File: src/rtl/angle_bcd_converter.sv
// angle_bcd_converter: scales a raw encoder count to output units
// (FULL_SCALE per COUNTS_PER_REV) and emits the result as packed BCD.
// A product, a restoring shift-subtract divide and an iterative double
// dabble are sequenced one bit per cycle, so no wide combinational
// divider or multiplier chain is built beyond one constant multiply.
//
// Ports:
//   clk, reset_n         clock, asynchronous active-low reset
//   in_valid / in_ready  angle handshake (in_ready only while idle)
//   angle [IN_W]         unsigned raw count, captured on accept
//   out_valid/out_ready  result handshake (out_valid only when done)
//   bcd [4*DIGITS]       packed BCD, most significant digit on top
//   overflow             result above 10^DIGITS-1, bcd forced to all 9s
//
// Build option: define ANGLE_BCD_ROUND_EN for round-half-up instead of
// truncation; latency is identical either way.
module angle_bcd_converter #(
   parameter int IN_W           = 12,
   parameter int COUNTS_PER_REV = 1006,
   parameter int FULL_SCALE     = 360,
   parameter int DIGITS         = 3
) (
   input  logic                  clk,
   input  logic                  reset_n,
   input  logic                  in_valid,
   output logic                  in_ready,
   input  logic [IN_W-1:0]       angle,
   output logic                  out_valid,
   input  logic                  out_ready,
   output logic [4*DIGITS-1:0]   bcd,
   output logic                  overflow
);

   localparam int S_W    = $clog2(FULL_SCALE + 1);
   localparam int PROD_W = IN_W + S_W + 1;
   localparam int Q_W    = PROD_W;
   localparam int BW     = 4 * DIGITS;
   // remainder stays below the divisor; one extra bit holds the shifted value
   localparam int R_W    = $clog2(COUNTS_PER_REV) + 1;
   localparam int C_W    = $clog2(PROD_W + 1);

   localparam logic [PROD_W-1:0] SCALE   = PROD_W'(FULL_SCALE);
   localparam logic [R_W:0]      DIVISOR = (R_W + 1)'(COUNTS_PER_REV);
   localparam logic [Q_W-1:0]    MAX_Q   = Q_W'(10 ** DIGITS - 1);
   localparam logic [C_W-1:0]    NBITS   = C_W'(PROD_W);
   localparam logic [C_W-1:0]    ONE     = C_W'(1);
`ifdef ANGLE_BCD_ROUND_EN
   localparam logic [PROD_W-1:0] BIAS    = PROD_W'(COUNTS_PER_REV / 2);
`else
   localparam logic [PROD_W-1:0] BIAS    = '0;
`endif

   typedef enum logic [2:0] {
      IDLE,
      MUL,
      DIV,
      DAB,
      DONE
   } state_t;

   state_t            state;
   state_t            state_nx;

   logic [IN_W-1:0]   angle_q;
   logic [PROD_W-1:0] work;
   logic [R_W-1:0]    rem;
   logic [C_W-1:0]    cnt;
   logic [BW-1:0]     dab;
   logic              ovf_q;
   logic [BW-1:0]     bcd_q;
   logic              ovf_out;
   logic              valid_q;

   logic              accept;
   logic              last;
   logic [R_W:0]      rem_sh;
   logic              sub_ok;
   logic [R_W-1:0]    rem_nx;
   logic [PROD_W-1:0] q_nx;
   logic [BW-1:0]     adj;
   logic [BW-1:0]     dab_nx;

   assign accept    = in_valid && in_ready;
   assign last      = (cnt == ONE);
   assign out_valid = valid_q;
   assign bcd       = bcd_q;
   assign overflow  = ovf_out;

   // restoring divide step: work holds remaining dividend bits on top
   // and collects quotient bits from the bottom
   always_comb begin
      rem_sh = {rem, work[PROD_W-1]};
      sub_ok = (rem_sh >= DIVISOR);
      rem_nx = sub_ok ? R_W'(rem_sh - DIVISOR) : R_W'(rem_sh);
      q_nx   = {work[PROD_W-2:0], sub_ok};
   end

   // double dabble step: correct digits >= 5, then shift in next bit
   always_comb begin
      adj = dab;
      for (int i = 0; i < DIGITS; i++) begin
         if (dab[4*i +: 4] >= 4'd5) begin
            adj[4*i +: 4] = dab[4*i +: 4] + 4'd3;
         end
      end
      dab_nx = {adj[BW-2:0], work[Q_W-1]};
   end

   always_ff @(posedge clk or negedge reset_n) begin
      if (!reset_n) begin
         state <= IDLE;
      end else begin
         state <= state_nx;
      end
   end

   always_comb begin
      state_nx = state;
      in_ready = 1'b0;
      unique case (state)
         IDLE: begin
            in_ready = 1'b1;
            if (in_valid) state_nx = MUL;
         end
         MUL: state_nx = DIV;
         DIV: if (last) state_nx = DAB;
         DAB: if (last) state_nx = DONE;
         DONE: if (valid_q && out_ready) state_nx = IDLE;
         default: state_nx = IDLE;
      endcase
   end

   always_ff @(posedge clk or negedge reset_n) begin
      if (!reset_n) begin
         angle_q <= '0;
         work    <= '0;
         rem     <= '0;
         cnt     <= '0;
         dab     <= '0;
         ovf_q   <= 1'b0;
         bcd_q   <= '0;
         ovf_out <= 1'b0;
         valid_q <= 1'b0;
      end else begin
         unique case (state)
            IDLE: begin
               if (accept) angle_q <= angle;
            end
            MUL: begin
               work <= PROD_W'(angle_q) * SCALE + BIAS;
               rem  <= '0;
               cnt  <= NBITS;
            end
            DIV: begin
               work <= q_nx;
               rem  <= rem_nx;
               if (last) begin
                  cnt   <= NBITS;
                  ovf_q <= (q_nx > MAX_Q);
                  dab   <= '0;
               end else begin
                  cnt <= cnt - ONE;
               end
            end
            DAB: begin
               dab  <= dab_nx;
               work <= {work[PROD_W-2:0], 1'b0};
               cnt  <= cnt - ONE;
            end
            DONE: begin
               // first DONE cycle publishes the result; it then holds
               if (!valid_q) begin
                  bcd_q   <= ovf_q ? {DIGITS{4'h9}} : dab;
                  ovf_out <= ovf_q;
                  valid_q <= 1'b1;
               end else if (out_ready) begin
                  valid_q <= 1'b0;
               end
            end
            default: ;
         endcase
      end
   end

endmodule

File: config.mk
export PLATFORM = sky130hd
export DESIGN_NAME = angle_bcd_converter
export DESIGN_NICKNAME = d
export VERILOG_FILES = /design/src/rtl/angle_bcd_converter.sv
export SDC_FILE = /design/constraint.sdc
export NUM_CORES = 1
export LEC_CHECK = 0
export BUFFER_PORTS_ARGS = -buffer_cell sky130_fd_sc_hd__clkbuf_2
export CAP_MARGIN = 25
export CORE_ASPECT_RATIO = 1.1
export CORE_MARGIN = 2
export CORE_UTILIZATION = 23
export CTS_CLUSTER_DIAMETER = 50
export DETAILED_ROUTE_END_ITERATION = 7
export PLACE_DENSITY = 0.42
export SLEW_MARGIN = 15
export SYNTH_ARGS = -nofsm -noshare
export SYNTH_HDL_FRONTEND = slang
export SYNTH_SLANG_ARGS = --single-unit
File: constraint.sdc
create_clock -name clk -period 3.3 [get_ports clk]
set_clock_uncertainty 0.05 [all_clocks]
set_input_delay 0.66 -clock clk [delete_from_list [all_inputs] [get_ports clk]]
set_output_delay 0.66 -clock clk [all_outputs]
set_load 0.01 [all_outputs]
**Yosys cells after proc, flatten, opt, wreduce, memory -nomap -nowiden**

Cells that the tools add are included.

- Register bits after elaboration: 80
- Latch bits: 0
- Bits in writable memories: 0
- ROM bits: 0
- Input bits: 16
- Output and inout port bits: 15
- Logic and storage cells: 61
- Memories: 0

- $add $sub $neg: 5
- Multiply operators: 1
- Div/mod/pow operators: 0
- $lt $le $gt $ge: 5
- Equality and inequality tests: 9
- Shifts and indexed selects: 0
- Mux-type cells: 19
- Bitwise logic cells: 1
- Reduce and logical (&&, ||, !) cells: 11

Operators with widths:

| operator | number |
|---|---|
| $pmux 22 s3 | 1 |
| $mux 12 | 2 |
| $pmux 12 s2 | 1 |
| $gt 22x10->1 const B | 1 |
| $pmux 11 s2 | 1 |
| $mul 12x6->18 const B | 1 |
| $mux 3 | 5 |
| $pmux 3 s5 | 1 |
| $pmux 5 s3 | 1 |
| $ge 12x10->1 const B | 1 |
| $ge 4x3->1 const B | 3 |
| $mux 11 | 1 |
| $sub 11x10->11 const B | 1 |
| $add 4x2->4 const B | 2 |
| $mux 4 | 2 |
| $ne 2x2->1 const B | 4 |
| $reduce_and 2->1 | 4 |
| $eq 3x2->1 const B | 2 |
| $eq 5x1->1 const B | 1 |
| $mux 5 | 1 |
| $sub 5x1->5 const B | 1 |
| $reduce_and 4->1 | 1 |
| $reduce_bool 2->1 | 2 |
| $add 3x2->3 const B | 1 |
| other kinds (7) | 10 |

**Longest topological paths before layout**

- Depth after elaboration: 4
- Gate-level depth with buffers: 14
- Gate-level depth less buffers: 14

**Worst setup path after synthesis**

Ideal clock, no wire load.

- Path type: register to register
- From: register angle_q[4]
- To: register work[20]
- Library setup time: 0.129 ns
- Arrival: 3.134 ns
- Data required time: 3.121 ns
- Setup slack: -0.013 ns
- Cell stages (with the launch flop): 13
- Path buffers: 0
- Clock period less this slack: 3.313 ns
- Cells stage by stage: dfrtp_1 ha_1 fa_1 inv_1 fa_1 inv_1 ha_1 a2111oi_4 o211ai_1 o21ba_4 nand3_2 a211oi_1 nor3_2

- Longest elaborated chain between the ends: 2

RTL lines:

| element | line | source |
|---|---|---|
| from (decl) | 64 | `logic [IN_W-1:0] angle_q;` |
| from (signal assigned) | 147 | `if (accept) angle_q <= angle;` |
| $mul 12x6->18 | 150 | `work <= PROD_W'(angle_q) * SCALE + BIAS;` |
| $pmux 22 s3 | 145 | `unique case (state)` |
| to (signal assigned) | 150 |  |
| to (signal assigned) | 155 | `work <= q_nx;` |
| to (signal assigned) | 167 | `work <= {work[PROD_W-2:0], 1'b0};` |
| to (decl) | 65 | `logic [PROD_W-1:0] work;` |

No other way between the ends.
A chain may end at the register's enable or synchronous reset.

**Worst setup path after layout**

- From: register angle_q[7]
- To: register work[20]

The elaborated chain is that of the path after synthesis.

==> metrics.md <==
| Metric | Value |
|---|---|
| Status | `finished, violations left` |
| Violations in the final reports | `setup timing` |
| Final Hold Violating Endpoints | `0` |
| Length of the first detailed-routing pass in iterations | `4` |
| Number of rows in the core area | `57` |
| CP required | `3.48 ns` |
| Multiplexer share of the synthesized area | `3.19%` |
| CTS tree | `done` |
| Post-detailed-route DRC marker count | `0` |
| Fraction of the yosys area taken by sequential cells | `38.6%` |
| Adder and majority gate portion of the synthesized area | `16.5%` |
| Clk_lat worst skew | `0.35 ns` |
| Worst path bufs/invs | `3` |
| Worst setup SP type | `register` |
| CTS max path bufs | `2` |
| Die Y-Extent | `161 um` |
| Routed length on met1 | `about 5800 um` |
| Share of final-layout standard cells stronger than drive strength 1 | `25.2%` |
| Path category of the worst min-delay check | `in -> async` |
| Crit Path Class | `reg -> reg` |
| Number of nets in the synthesized netlist | `between 600 and 700` |
| Number of H-tree branching levels | `3` |
| Critical path startpoint | `angle_q[7]` |
| Largest stage delay on the critical path | `0.56 ns` |
| Util after Layout | `29.7%` |
| Clock period minus final worst setup slack | `3.31 ns` |
| Compound-gate portion of the synthesized area | `between 10% and 20%` |
| Cell family with most CP delay | `adder cells` |
| Wire length of the first global-routing pass | `21300 um` |
| Worst path cell trace | `buf_6 -> ha_4 -> fa_1 -> inv_2 -> fa_2 -> inv_2 -> ha_4 -> a2111oi_4 -> o211ai_1 -> o21ba_4 -> nand3_2 -> a211oi_2 -> nor3_2` |
| Routed via count | `4044` |
| Routed length per placed instance | `13.2 um` |
| Cell types occupying the most area after synthesis | `sky130_fd_sc_hd__dfrtp_1, sky130_fd_sc_hd__ha_1, sky130_fd_sc_hd__fa_1` |
| Post-synthesis cell count | `552` |
| Yosys top cell by area | `sky130_fd_sc_hd__dfrtp_1` |
| Area grow syn2layout | `26.9%` |
| Crit path max-delay cell type | `sky130_fd_sc_hd__fa_2` |
| Number of distinct standard cells referenced by the synthesized netlist | `54` |
| Die Span X | `147 um` |
| Ys Warns | `0` |
| End of the critical path | `work[20]` |
| Aggregate negative setup slack | `-0.0138 ns` |
| Number of antenna violations at the first check in global routing | `0` |
| Most used standard cell by instance count after synthesis | `sky130_fd_sc_hd__dfrtp_1` |
| Detailed router's first-iteration violation count | `153` |
| Starting density of the core | `about a quarter` |
| I/O Pins | `31` |
| Stages on worst setup path | `13` |
| Combined global-route utilization of all metal layers | `10.9%` |
| Total clock buffers created by CTS | `9` |
| Met2 WL | `5820 um` |
| Met3 Wirelength | `359 um` |
| Post-Synth XOR/XNOR Area | `4.06%` |
| Maximum net fanout on the critical path | `3` |
| Routed via count divided by cell count | `approximately 4.4` |
| Count of pins over their slew limit | `0` |
| Element type at the critical path end | `register` |
| Internal reg-to-reg setup slack | `-0.01 ns` |
| Headroom to the max-slew limit | `41.6%` |
| Area share of the largest cell type after synthesis | `38.6%` |
| FMAX | `302 MHz` |
| DP HPWL | `just under 9000 um` |
| Transition time of the tightest slew-check pin | `about 0.87 ns` |
| Max_cap viols | `0` |
| Number of hold buffers added after CTS | `0` |
| Antenna violation net count after detailed routing | `0` |
| Antenna diodes | `0` |
| Weighted congestion reported at the end of routability-driven placement | `0.750` |
| Average footprint of a synthesized cell | `9.39 um2` |
| Register bit count reported by yosys | `80` |
| Die Area | `between 20000 and 25000 um2` |
| CTS root buffer | `sky130_fd_sc_hd__clkbuf_16` |
| R2r endpoint | `work[20]` |
| Number of enable flip-flop cells after synthesis | `0` |
| Final cycle utilization of the critical path | `100%` |
| Number of global-route vias before repair | `approximately 4200` |
| Number of port buffers | `30` |
| Total overflow reported by the global router | `0` |
| WL final | `12100 um` |
| Clock transition time at the flip-flop clock pins of the worst setup and hold paths | `0.07 ns` |
| Fillcell total | `2373` |
| Combinational family with the most area after synthesis | `compound AO/OA/AOI/OAI gates` |
| Highest signal layer in the routed design | `met4` |
| Worst Path Arrival | `3.49 ns` |
| Fraction of registers with async set or reset after synthesis | `100%` |
| Top_reg_cell synth | `sky130_fd_sc_hd__dfrtp_1` |
| Post-synthesis simple-gate area fraction | `14.5%` |
| Setup repair after global routing missed its margin | `yes` |
| Core area | `between 20000 and 25000 um2` |
| Layout net count | `just under 700` |
| Summed instance area of the synthesized netlist | `between 5000 and 6000 um2` |
| Min setup slack post-route | `-0.0136 ns` |
| Final setup viols | `2` |
| R2r worst-path depth | `13` |
| Cell types with the highest counts after synthesis | `sky130_fd_sc_hd__dfrtp_1, sky130_fd_sc_hd__nand2_1, sky130_fd_sc_hd__o21ai_0` |
| Number of sinks handled by clock tree synthesis | `80` |
| Largest net degree at the start of global routing | `42` |
| Critical register-to-register path startpoint | `angle_q[7]` |
cells in the final DEF (no fill, tap or decap), types with 5 or more instances in the layout:
cell	count
sky130_fd_sc_hd__dfrtp_1	78
sky130_fd_sc_hd__nand2_1	74
sky130_fd_sc_hd__o21ai_0	49
sky130_fd_sc_hd__inv_1	45
sky130_fd_sc_hd__buf_4	43
sky130_fd_sc_hd__ha_1	30
sky130_fd_sc_hd__clkbuf_2	29
sky130_fd_sc_hd__nor2_1	26
sky130_fd_sc_hd__a21oi_1	25
sky130_fd_sc_hd__ha_4	15
sky130_fd_sc_hd__xor2_1	13
sky130_fd_sc_hd__nand3_1	12
sky130_fd_sc_hd__mux2_2	12
sky130_fd_sc_hd__fa_1	10
sky130_fd_sc_hd__xnor2_1	9
sky130_fd_sc_hd__o31ai_1	9
sky130_fd_sc_hd__or3_1	9
sky130_fd_sc_hd__clkbuf_16	9
sky130_fd_sc_hd__inv_2	8
sky130_fd_sc_hd__nor3_1	8
sky130_fd_sc_hd__a22oi_1	8
sky130_fd_sc_hd__o21ai_1	8
sky130_fd_sc_hd__nand2b_1	6
sky130_fd_sc_hd__a22o_1	6
sky130_fd_sc_hd__a21o_1	5
sky130_fd_sc_hd__a31oi_1	5
area by class of cell:
type,instances,area (um2),area share [%]
Multi-Input combinational cell,399,3170,48.2
Tap cell,295,369,5.61
Sequential cell,80,2000,30.5
Inverter,53,199,3.03
Clock buffer,9,225,3.43
Clock inverter,7,85.1,1.29
Timing Repair Buffer,76,522,7.94
state kept, by name (all words and copies together), names as in the netlist:
register and count:
state 3, cnt 5, overflow 1, angle_q 12
bcd 12, work 22, rem 11, dab 12
out_valid 1, ovf_q 1
routing by layer:
layer  vias to the layer above  GRT usage (%)
li1                       2049              -
met1                      1940           14.1
met2                        47           18.4
met3                         8           2.91
met4                         0           2.40
met5                         -              0
cell families after synthesis:
family / after synthesis
compound gates: 144
xor+xnor: 24
fa+ha+maj: 60
buf+inv: 73
flops: 80
mux: 15
simple gates: 156
stage by stage:
step                      area [um2]  hold slack (ns)  worst slack [ns]  cells
after global placement          5920            0.402           -0.0986    895
final                           6570            0.250           -0.0136    919
after detailed placement        5920            0.407            -0.174    895
after global routing            6570            0.286            -0.174    919
after floorplan                 5190            0.314            0.0189    552
after CTS                       6430            0.267           -0.0554    916
worst min path at each step:
stage / slack [ns] / from / endpoint / cells after the start
3_5_place_dp: 0.41 / bcd[4] / bcd[4] / 2
6_report: 0.25 / reset_n / bcd[8] / 1
4_1_cts: 0.27 / reset_n / bcd[6] / 1
5_1_grt: 0.29 / reset_n / bcd[7] / 1
3_3_place_gp: 0.40 / bcd[10] / bcd[10] / 2
2_1_floorplan: 0.31 / reset_n / angle_q[0] / 0
timing repair:
item,CTS,global route
pin swaps,17,23
buffers inserted,5,3
resized for setup,26,29
setup endpoints to repair,8,9
gates cloned,0,0
Power is not shown: default switching activity piles up to over one toggle a cycle in this logic, so the estimate is an artifact.
